<file path="config.mk">
export PLATFORM = sky130hd
export DESIGN_NAME = serial_subtractor
export DESIGN_NICKNAME = d
export VERILOG_FILES = /design/src/rtl/serial_subtractor.sv
export SDC_FILE = /design/constraint.sdc
export NUM_CORES = 1
export LEC_CHECK = 0
export ABC_AREA = 1
export BUFFER_PORTS_ARGS = -buffer_cell sky130_fd_sc_hd__buf_4
export CORE_AREA = 2 2 55 67
export DETAILED_ROUTE_END_ITERATION = 10
export DIE_AREA = 0 0 57 69
export GPL_TIMING_DRIVEN = 0
export PLACE_DENSITY = 0.74
export SYNTH_ARGS = -nofsm -noshare
export SYNTH_HDL_FRONTEND = slang
export SYNTH_SLANG_ARGS = --single-unit
</file>
<file path="constraint.sdc">
create_clock -name clk -period 1.3 [get_ports clk]
set_input_delay 0.065 -clock clk [delete_from_list [all_inputs] [get_ports clk]]
set_output_delay 0.065 -clock clk [all_outputs]
set_load 0.05 [all_outputs]
</file>
<file path="src/rtl/serial_subtractor.sv">
`default_nettype none
// ============================================================================
// Module   : serial_subtractor
// Purpose  : Bit-serial unsigned subtractor, diff = a - b, processed one bit
//            per clock LSB first with a registered borrow. Start/busy/done
//            handshake; results hold until the next operation completes.
// Ports    : clk        - rising-edge clock
//            rst        - synchronous active-high reset
//            start      - operation request (accepted in IDLE or DONE)
//            a, b       - minuend / subtrahend, captured on accepted start
//            busy       - high while bits are being processed
//            done       - one-cycle pulse, diff/borrow_out valid from here
//            diff       - (a - b) mod 2^WIDTH
//            borrow_out - 1 when a < b (unsigned)
//            overflow   - signed overflow flag (SERIAL_SUB_OVERFLOW_EN only)
// Options  : define SERIAL_SUB_OVERFLOW_EN to add the overflow output.
// Revision : 1.0 - initial release
// ============================================================================
module serial_subtractor #(
    parameter int WIDTH = 8
) (
    input  logic             clk,
    input  logic             rst,
    input  logic             start,
    input  logic [WIDTH-1:0] a,
    input  logic [WIDTH-1:0] b,
    output logic             busy,
    output logic             done,
    output logic [WIDTH-1:0] diff,
    output logic             borrow_out
`ifdef SERIAL_SUB_OVERFLOW_EN
    ,
    output logic             overflow
`endif
);

    localparam int            C_CW       = (WIDTH > 1) ? $clog2(WIDTH) : 1;
    localparam logic [C_CW-1:0] C_LAST_BIT = C_CW'(WIDTH - 1);

    typedef enum logic [1:0] {
        S_IDLE = 2'd0,
        S_RUN  = 2'd1,
        S_DONE = 2'd2
    } state_t;

    state_t            r_state;
    state_t            w_state_next;

    logic [WIDTH-1:0]  r_sa;        // minuend shift register
    logic [WIDTH-1:0]  r_sb;        // subtrahend shift register
    logic [WIDTH-2:0]  r_sr;        // result bits collected so far
    logic              r_br;        // running borrow
    logic [C_CW-1:0]   r_cnt;       // index of the bit processed this cycle

    logic              w_accept;
    logic              w_last;
    logic              w_x;
    logic              w_y;
    logic              w_d;
    logic              w_br_next;
    // New result bit prepended to the collected bits; the upper WIDTH-1 bits
    // are the next shift-register content, the full vector is the final
    // result on the last bit.
    logic [WIDTH-1:0]  w_sr_cat;

`ifdef SERIAL_SUB_OVERFLOW_EN
    // Operand sign bits are shifted out of SA/SB, so keep them separately.
    logic              r_a_msb;
    logic              r_b_msb;
`endif

    // ------------------------------------------------------------------------
    // Bit-slice subtract and control decode
    // ------------------------------------------------------------------------
    always_comb begin
        w_x       = r_sa[0];
        w_y       = r_sb[0];
        w_d       = w_x ^ w_y ^ r_br;
        w_br_next = (~w_x & w_y) | (~(w_x ^ w_y) & r_br);
        w_sr_cat  = {w_d, r_sr};
        w_accept  = start && ((r_state == S_IDLE) || (r_state == S_DONE));
        w_last    = (r_state == S_RUN) && (r_cnt == C_LAST_BIT);
    end

    // ------------------------------------------------------------------------
    // FSM: state register
    // ------------------------------------------------------------------------
    always_ff @(posedge clk) begin
        if (rst) begin
            r_state <= S_IDLE;
        end else begin
            r_state <= w_state_next;
        end
    end

    // ------------------------------------------------------------------------
    // FSM: next state and handshake outputs
    // ------------------------------------------------------------------------
    always_comb begin
        w_state_next = r_state;
        busy         = 1'b0;
        done         = 1'b0;
        case (r_state)
            S_IDLE: begin
                if (start) begin
                    w_state_next = S_RUN;
                end
            end
            S_RUN: begin
                busy = 1'b1;
                if (r_cnt == C_LAST_BIT) begin
                    w_state_next = S_DONE;
                end
            end
            S_DONE: begin
                done = 1'b1;
                // A start here chains straight into the next operation.
                w_state_next = start ? S_RUN : S_IDLE;
            end
            default: begin
                w_state_next = S_IDLE;
            end
        endcase
    end

    // ------------------------------------------------------------------------
    // Datapath: operand capture, serial shift, result registers
    // ------------------------------------------------------------------------
    always_ff @(posedge clk) begin
        if (rst) begin
            r_sa       <= '0;
            r_sb       <= '0;
            r_sr       <= '0;
            r_br       <= 1'b0;
            r_cnt      <= '0;
            diff       <= '0;
            borrow_out <= 1'b0;
        end else if (w_accept) begin
            r_sa  <= a;
            r_sb  <= b;
            r_sr  <= '0;
            r_br  <= 1'b0;
            r_cnt <= '0;
        end else if (r_state == S_RUN) begin
            r_sa  <= {1'b0, r_sa[WIDTH-1:1]};
            r_sb  <= {1'b0, r_sb[WIDTH-1:1]};
            r_sr  <= w_sr_cat[WIDTH-1:1];
            r_br  <= w_br_next;
            r_cnt <= r_cnt + C_CW'(1);
            // Results are committed on the edge entering DONE so they are
            // already valid in the cycle where done is high.
            if (w_last) begin
                diff       <= w_sr_cat;
                borrow_out <= w_br_next;
            end
        end
    end

`ifdef SERIAL_SUB_OVERFLOW_EN
    always_ff @(posedge clk) begin
        if (rst) begin
            r_a_msb  <= 1'b0;
            r_b_msb  <= 1'b0;
            overflow <= 1'b0;
        end else if (w_accept) begin
            r_a_msb <= a[WIDTH-1];
            r_b_msb <= b[WIDTH-1];
        end else if (w_last) begin
            // Signed overflow: operands differ in sign and the result sign
            // disagrees with the minuend.
            overflow <= (r_a_msb ^ r_b_msb) & (w_d ^ r_a_msb);
        end
    end
`endif

endmodule
`default_nettype wire

</file>
==> results of run 1 <==
[synth_stat cells]
| master | n |
|---|---|
| xor2_1 | 1 |
| clkinv_2 | 2 |
| nand2_1 | 63 |
| o21ai_1 | 1 |
| nand2_4 | 2 |
| buf_6 | 6 |
| nand3_1 | 20 |
| fa_1 | 1 |
| inv_1 | 28 |
| buf_4 | 2 |
| o21ai_0 | 12 |
| ha_1 | 2 |
| inv_2 | 4 |
| dfxtp_1 | 38 |
| nor2_8 | 1 |
| a21oi_1 | 15 |
| buf_2 | 2 |
| nor2_1 | 28 |
| nand2_2 | 3 |
| a21oi_2 | 1 |
[power groups by stage]
stage | logic [mW] | clock network [mW] | registers, mW
final | 0.386 | 0.832 | 1.25
after global placement | 0.359 | 0 | 1.27
after detailed placement | 0.363 | 0 | 1.27
after CTS | 0.373 | 0.845 | 1.25
after global routing | 0.440 | 0.903 | 1.25
after floorplan | 0.256 | 0 | 1.27
[cell type report]
cell class	instances	area (µm²)	share of cell area, %
plain buffers	9	81.3	3.84
clock buffers	7	86.3	4.08
clock inverters	1	5.00	0.236
inverters	34	136	6.44
multi-input cells	150	719	34.0
flip-flops and latches	38	762	36.0
well taps	37	46.3	2.19
repair buffers	36	280	13.2
[cells in the final DEF (no fill, tap or decap)]
master,Yosys,final
nand2_1,63,63
dfxtp_1,38,37
buf_4,2,36
nor2_1,28,28
inv_1,28,27
nand3_1,20,20
a21oi_1,15,15
o21ai_0,12,12
clkbuf_8,0,6
buf_6,6,5
inv_2,4,4
clkinv_2,2,2
nand2_4,2,2
buf_2,2,2
nand2_2,3,2
ha_1,2,2
inv_4,0,1
nand2_8,0,1
nor2_8,1,1
clkinv_4,0,1
o21ai_1,1,1
a21oi_2,1,1
xor2_1,1,1
fa_1,1,1
clkbuf_1,0,1
dlygate4sd3_1,0,1
buf_8,0,1
dfxtp_2,0,1
[what timing repair did]
item                       in CTS  in global routing
resized for setup               5                  3
setup endpoints to repair       7                  9
pin swaps                       1                  1
hold buffers                    1                  0
hold endpoints to repair        6                  0
setup buffers                   1                  5
[path summary, 6_finish.rpt]
path / from / end / slack, ns
max: r_state[0]$_SDFFE_PP0P_ / done / 0.05
min: b[7] / r_sb[7]$_SDFFE_PP0P_ / 0.009
max reg2reg: r_cnt[0]$_SDFFE_PP0N_ / diff[5]$_SDFFE_PP0P_ / 0.07
min reg2reg: r_sr[4]$_SDFFE_PP0N_ / diff[4]$_SDFFE_PP0P_ / 0.47
[critical path: cells and delay by family (launching register included)]
| kind | cells | cell delay [ns] |
|---|---|---|
| buffers and inverters | 3 | 0.47 |
| DFF | 1 | 0.31 |
| and+or+nand+nor | 1 | 0.10 |
[cells by family (layout without fill, tap and decap cells)]
kind of cell	Yosys count	in the layout	share of synthesized area [%]
compound gates	29	29	8.81
simple gates	117	117	29.8
flops	38	38	45.0
fa+ha+maj	3	3	2.67
buf+inv	44	87	13.2
xor+xnor	1	1	0.519
[through the flow]
step,worst slack [ns],area (µm²),hold WS (ns),cells
final,0.0500,2120,0.00850,312
after global routing,0.00178,2120,0.00609,312
after CTS,0.0109,2070,0.00518,307
after detailed placement,-0.0399,1950,0.296,298
after global placement,-0.0214,1950,0.295,298
after floorplan,0.0890,1690,0.134,232
[routing by layer]
layer  GRT usage, %  share of wire [%]  vias up
met1           22.5                 43      660
met4           8.53                1.5        0
met5              0                  0        -
met2           35.5                 52       25
li1               -                  -      793
met3           5.07                3.9        5
[sequential cells by signal, summed over array words and instances (netlist names)]
| signal | count |
|---|---|
| diff | 8 |
| r_sr | 7 |
| r_sb | 8 |
| r_cnt | 3 |
| r_sa | 8 |
| borrow_out | 1 |
| r_br | 1 |
| r_state | 2 |
==> results.yml, run 1 <==
power:
  peakVddDrop_v: 0.000863
  total_power_mw: 2.46
  switching_power_uw: 646
  p_seq_share_pct: 50.6
  clkPwrFrac_pct: 33.7
  p_int_mw: 1.82
  leakage_nw: 1.08
  p_per_area_nw_per_um2: 1160
  combPwrFrac_pct: 15.6
  switching_share_pct: 26.2
route:
  num_vias: 1483
  drt_iter0_drc: 65
  drc: 0
  routed_wl_um: 3550
  first_pass_iters: 4
  wl_per_cell_um: 11.4
  vias_per_cell: 4.75
  ant_nets: 0
cells_and_area:
  layout-drive-gt1-share_pct: 24.0
  nets: 296
  diodes: 0
  final_util_pct: 64.5
  areaGrowthSynthToFinish_pct: 25.3
  fill_cells: 318
setup_path:
  worstSetupPathType: "flip-flop to output pin"
  cp_slowest_stage_delay_ns: 0.31
  cp-end-kind: "output pin"
  critPathArrivalTime_ns: 1.18
  cp_max_fo: 5
  slowest_stage: "dfxtp_1"
  cpMostUsedCell: "buf_4"
  required_ns: 1.24
  start_kind: "flip-flop"
  cp_cell_sequence: "buf_6, buf_4, nor2_1, buf_4"
  r2r_cells: 8
logic_synthesis:
  synthCells: 232
  synth_top_area_share_pct: 45.0
  seq_area_frac_synth_pct: 45.0
  synth.largest_area_cell: "dfxtp_1"
  netlist_area_um2: 1690
  yosysUniqueCellTypes: 20
  ys_top_cells_by_area: "dfxtp_1 (45%), nand2_1 (14%), inv_1 (6.2%)"
  yosysWarnings: 0
  synth-seq-cells: 38
  post_synth.cell_area_avg_um2: 7.28
  synthesis.nets: 254
worst_hold_path:
  whs_path_depth: 3
  hp-class: "primary input to flip-flop"
timing:
  slew_violations: 0
  slew_headroom_pct: 72.8
  grt_setup_unrepaired: "no"
  fin_crit_ns: 1.25
  fin_skew_ns: 0.00516
  fmax_mhz: 800
  tightest_slew_ns: 0.407
  min_period_over_period_pct: 96.2
  timing_hold_violations_final: 0
  setup_viol: 0
  fin_tns_setup_ns: 0
placement:
  dp_hpwl_um: 2420
  io_buffer_count: 29
  globalplace.congestion: 0.735
die:
  io_pins: 30
  placeableCoreArea_um2: 3280
  die_x_um: 57
  die_y_um: 69
  die_area_um2: 3930
  rows: 23
  start_util_pct: 51.5
grt:
  grt_usage_pct: 20.2
  grt_max_degree: 12
  overflow: 0
  antenna_found_initial: 0
  grt_pass1_vias: 1475
  grt_pass1_wl_um: 6240
cts:
  numCtsBuffers: 5
  htree_num_levels: 2
  numClockSinks: 38
  clockBufferDepth: 2
  cts.clk_slew.worst_paths_ns: 0.07
  cts_tree: "built"
  cts_root_buf: "clkbuf_8"
  clk_latency_ns: 0.29
status:
  status: "finished, final reports clean"
run:
  max_cap_violations: 0
Power figures use the tool's default switching activity.
==> inputs of run 2 (changes only) <==
- BUFFER_PORTS_ARGS: -buffer_cell sky130_fd_sc_hd__buf_4 -> -buffer_cell sky130_fd_sc_hd__buf_2
- SLEW_MARGIN: not set -> 20
==> run 2 against run 1 <==
  * The run now ends with negative setup slack left
  * Core utilization is 2.6 points lower
  * Critical path depth stayed put
  * Sequential share of layout area is 1.5 points higher
  * Sequential power hardly changed
  * First-iteration DRC count is 7.7% lower
  * Critical path type unchanged
  * Global-route usage is 0.43 points higher
  * Register-to-register slack hardly changed
==> results.yml, run 2 (same netlist as run 1, synthesis figures left out) <==
cells_and_area:
  regArea_um2: 762
  final_common_cell: "nand2_1"
  nets: 294
  stdcell_area_um2: 2030
  largestRegisters: "diff: 8 flops, r_sa: 8 flops, r_sb: 8 flops"
  layout-drive-gt1-share_pct: 23.8
  fill_cells: 304
  final_util_pct: 62.0
  areaGrowthSynthToFinish_pct: 20.4
  diodes: 0
  multiInputGateArea_um2: 714
  final_cell_mix: "nand2_1 (63), dfxtp_1 (37), buf_2 (29)"
route:
  vias_per_cell: 4.74
  wl_met3_um: 159
  wl_per_cell_um: 11.4
  first_pass_iters: 4
  wl_met1_um: 1570
  highest_layer: "met4"
  drc: 0
  dr_wl_met2_um: 1750
  ant_nets: 0
  num_vias: 1470
  drt_iter0_drc: 60
  routed_wl_um: 3550
status:
  status: "finished with violations"
  violations: "negative setup slack"
setup_path:
  cp.depth: 4
  worstSetupPathType: "flip-flop to output pin"
  required_ns: 1.24
  reg2reg_to: "diff[7]$_SDFFE_PP0P_"
  start_kind: "flip-flop"
  slowest_stage: "dfxtp_1"
  cp_cell_sequence: "buf_6, buf_4, nor2_1, clkbuf_4"
  path_delay_family: "buffers and inverters"
  critPathBufInv: 3
  rrSetupSlack_ns: 0.07
  r2r_cells: 8
  reg2reg_from: "r_cnt[0]$_SDFFE_PP0N_"
  cp_slowest_stage_delay_ns: 0.32
  critPathArrivalTime_ns: 1.29
  cp-end-kind: "output pin"
  cp_max_fo: 6
timing:
  grt_setup_unrepaired: "yes"
  hold_ws_ns: 0.0146
  setup_viol: 1
  timing_hold_violations_final: 0
  slew_headroom_pct: 73.9
  finalWorstSetupSlack_ns: -0.0511
  tightest_slew_ns: 0.390
  fmax_mhz: 740
  slew_violations: 0
  fin_tns_setup_ns: -0.0511
  fin_skew_ns: 0.00665
  min_period_over_period_pct: 104
  fin_crit_ns: 1.35
die:
  start_util_pct: 51.5
  die_area_um2: 3930
  placeableCoreArea_um2: 3280
  die_y_um: 69
  io_pins: 30
  die_x_um: 57
  rows: 23
cts:
  cts_tree: "built"
  clockBufferDepth: 2
  numClockSinks: 38
  clk_latency_ns: 0.30
  cts_root_buf: "clkbuf_8"
  numCtsBuffers: 5
  htree_num_levels: 2
  cts.clk_slew.worst_paths_ns: 0.07
run:
  max_cap_violations: 0
power:
  p_per_area_nw_per_um2: 1210
  peakVddDrop_v: 0.000871
  leakage_nw: 1.05
grt:
  grt_usage_pct: 20.6
  overflow: 0
  antenna_found_initial: 0
  grt_max_degree: 13
  grt_pass1_wl_um: 6390
  grt_pass1_vias: 1438
placement:
  io_buffer_count: 29
  globalplace.congestion: 0.737
  dpl_cell_area_um2: 1880
  dp_hpwl_um: 2370
  dpl_worst_slack_ns: -0.0434
worst_hold_path:
  hp-class: "primary input to flip-flop"
  whs_path_depth: 3
  hp-start: "a[7]"
  min_to: "r_sa[7]$_SDFFE_PP0P_"
## run 2: routing by layer
layer / global-route usage, % / vias up
met3: 5.82 / 7
li1: - / 790
met1: 23.3 / 641
met5: 0 / -
met2: 35.2 / 32
met4: 9.04 / 0
## run 2: metrics by stage
stage               instances  power (mW)
floorplan                 232        1.52
global placement          298        1.61
detailed placement        298        1.62
CTS                       306        2.47
global route              310        2.60
finish                    310        2.46
## run 2: worst max-delay path by stage
stage                                  startpoint                   end  slack (ns)
after floorplan             r_cnt[0]$_SDFFE_PP0N_  diff[7]$_SDFFE_PP0P_        0.09
after global placement      r_cnt[0]$_SDFFE_PP0N_  diff[7]$_SDFFE_PP0P_       -0.03
after detailed placement    r_cnt[0]$_SDFFE_PP0N_  diff[7]$_SDFFE_PP0P_       -0.04
after CTS                 r_state[0]$_SDFFE_PP0P_                  busy       -0.02
after global routing      r_state[0]$_SDFFE_PP0P_                  done       -0.05
final                     r_state[0]$_SDFFE_PP0P_                  done       -0.05
## run 2: report_power, final
part	switching [mW]	internal (mW)	leakage, nW
clock	0.422	0.426	0.0472
sequential	0.0287	1.22	0.311
combinational	0.213	0.153	0.689
total	0.664	1.80	1.05
## run 2: cell type report
class                           count  area share (%)
Buffer                              9            4.00
Clock buffer                        6            4.06
Clock inverter                      2           0.615
Inverter                           34            6.71
Multi-Input combinational cell    150            35.1
Sequential cell                    38            37.5
Tap cell                           37            2.28
Timing Repair Buffer               34            9.72
## run 2: repair_timing
item / in CTS / in global routing
buffers inserted: 0 / 4
hold buffers: 1 / 0
pin swaps: 1 / 1
resized for setup: 5 / 5
hold endpoints to repair: 1 / 0
setup endpoints to repair: 7 / 10
## run 2: worst register-to-register path, cell delays in order (launching register included)
cell and delay (ns):
dfxtp_2 0.33, ha_1 0.20, ha_1 0.18, inv_2 0.10
nor2_8 0.06, nand2_2 0.08, inv_4 0.06, nand2_1 0.07
nand2_1 0.05
==> inputs of run 3 (changes only) <==
- CORE_AREA: 2 2 55 67 -> 2 2 57 70
- DIE_AREA: 0 0 57 69 -> 0 0 59 72
- PLACE_DENSITY: 0.74 -> 0.71
- clock period: 1.3 -> 1.2 ns (I/O delays scaled with it)
==> run 3 against run 2 <==
  * The flow now finishes without violations
  * Core utilization decreased by 2.2 points
  * Non-clock buffer count increased by 3
  * Sequential share of layout area decreased by 1.1 points
  * First-iteration DRC count decreased by 10%
  * Final cell count increased by 1.6%
  * Wire length decreased by 5.9%
  * Via count increased by 1.3%
  * Die area increased by 8.0%
  * Clock-buffer cell count increased by 1
  * Register-to-register slack got worse by 0.03 ns
  * Global-route usage decreased by 2.5 points
  * Critical path type is now flip-flop to flip-flop
  * Critical endpoint is now r_sr[6]$_SDFFE_PP0N_
  * Largest power group unchanged
==> results.yml, run 3 (same netlist as run 1, synthesis figures left out) <==
setup_path:
  cp_max_fo: 2
  required_ns: 1.42
  critPathArrivalTime_ns: 1.38
  cp-end-kind: "flip-flop"
  r2r_cells: 3
  worstSetupPathType: "flip-flop to flip-flop"
  start_kind: "flip-flop"
  reg2reg_to: "r_sr[6]$_SDFFE_PP0N_"
  rrSetupSlack_ns: 0.04
  reg2reg_from: "r_sa[0]$_SDFFE_PP0P_"
grt:
  gr-usage-met2_pct: 30.9
  use_met3_pct: 3.92
  use_met1_pct: 21.1
  grt_max_degree: 12
  antenna_found_initial: 0
  grt_pass1_wl_um: 5870
  overflow: 0
  grt_pass1_vias: 1367
  busiest_layer: "met2"
  grt_usage_pct: 18.1
route:
  drt_iter0_drc: 54
  routed_wl_um: 3340
  ant_nets: 0
  drc: 0
  wl_per_cell_um: 10.6
  first_pass_iters: 6
  num_vias: 1489
  vias_per_cell: 4.73
die:
  die_area_um2: 4250
  placeableCoreArea_um2: 3540
  rows: 24
  die_y_um: 72
  start_util_pct: 47.7
  die_x_um: 59
  io_pins: 30
timing:
  fin_skew_ns: 0.00392
  slew_violations: 0
  fin_tns_setup_ns: 0
  grt_setup_unrepaired: "no"
  fin_crit_ns: 1.16
  fmax_mhz: 862
  min_period_over_period_pct: 96.6
  setup_viol: 0
  timing_hold_violations_final: 0
  tightest_slew_ns: 0.249
  slew_headroom_pct: 83.5
status:
  status: "finished, final reports clean"
power:
  peakVddDrop_v: 0.000817
  p_per_area_nw_per_um2: 1250
  leakage_nw: 1.08
worst_hold_path:
  whs_path_depth: 3
  hp-class: "primary input to flip-flop"
  min_to: "r_sa[7]$_SDFFE_PP0P_"
  hp-start: "a[7]"
cts:
  clockBufferDepth: 2
  htree_num_levels: 2
  numCtsBuffers: 5
  cts.clk_slew.worst_paths_ns: 0.07
  cts_root_buf: "clkbuf_8"
  cts_tree: "built"
  clk_latency_ns: 0.29
  numClockSinks: 38
placement:
  io_buffer_count: 29
  place_inst: 300
  globalplace.congestion: 0.748
  dp_hpwl_um: 2240
  dpl_cell_area_um2: 1880
cells_and_area:
  layout-drive-gt1-share_pct: 28.6
  final_common_cell: "nand2_1"
  largestRegisters: "diff: 8 flops, r_sa: 8 flops, r_sb: 8 flops"
  stdcell_count: 315
  final_cell_mix: "nand2_1 (62), dfxtp_1 (31), buf_2 (29)"
  nets: 297
  stdcell_area_um2: 2120
  areaGrowthSynthToFinish_pct: 25.5
  diodes: 0
run:
  max_cap_violations: 0
[run 3: what timing repair did]
item / in CTS / in global routing
endpoints found under the setup margin: 10 / 38
pin swaps: 0 / 3
hold endpoints to repair: 0 / 1
setup buffers: 5 / 3
hold buffers: 0 / 1
resized for setup: 16 / 25
[run 3: cell type report]
cell class | instances | area [µm²]
Clock inverter | 1 | 5.00
Inverter | 34 | 145
Sequential cell | 38 | 772
Timing Repair Buffer | 38 | 239
Tap cell | 39 | 48.8
Fill cell | 358 | 1420
Multi-Input combinational cell | 150 | 753
Buffer | 8 | 70.1
Clock buffer | 7 | 86.3
[run 3: worst max-delay path, stage by stage (launching register included)]
cell and delay, ns:
dfxtp_2 0.33, fa_1 0.58, nand2_1 0.07, a21oi_1 0.11
[run 3: how the worst max path moves through the flow]
stage,cells after the start,end,from,slack [ns]
2_1_floorplan,8,diff[7]$_SDFFE_PP0P_,r_cnt[0]$_SDFFE_PP0N_,0.04
3_3_place_gp,8,diff[2]$_SDFFE_PP0P_,r_cnt[0]$_SDFFE_PP0N_,-0.06
3_5_place_dp,8,diff[1]$_SDFFE_PP0P_,r_cnt[0]$_SDFFE_PP0N_,-0.07
4_1_cts,6,busy,r_state[0]$_SDFFE_PP0P_,-0.07
5_1_grt,3,r_sr[6]$_SDFFE_PP0N_,r_sa[0]$_SDFFE_PP0P_,0.001
6_report,3,r_sr[6]$_SDFFE_PP0N_,r_sa[0]$_SDFFE_PP0P_,0.04
[run 3: per-stage QoR]
stage | utilization (%) | setup slack (ns) | power, mW | hold slack, ns
final | 59.8 | 0.0405 | 2.66 | 0.0132
after global routing | 59.8 | 0.000995 | 2.80 | 0.0265
after CTS | 57.9 | -0.0669 | 2.68 | 0.000112
after detailed placement | 53.1 | -0.0714 | 1.75 | 0.310
after global placement | 53.1 | -0.0620 | 1.75 | 0.301
after floorplan | - | 0.0370 | 1.65 | 0.129
[run 3: power breakdown]
group | internal (mW) | switching, mW | leakage (nW) | total (mW)
Sequential | 1.32 | 0.0338 | 0.313 | 1.36
Clock | 0.463 | 0.428 | 0.0482 | 0.891
Combinational | 0.176 | 0.232 | 0.715 | 0.408
[run 3: layer usage]
metal | wire (µm) | vias to the layer above
li1 | - | 794
met4 | 74 | 0
met5 | 0 | -
met2 | 1630 | 27
met3 | 128 | 8
met1 | 1510 | 660
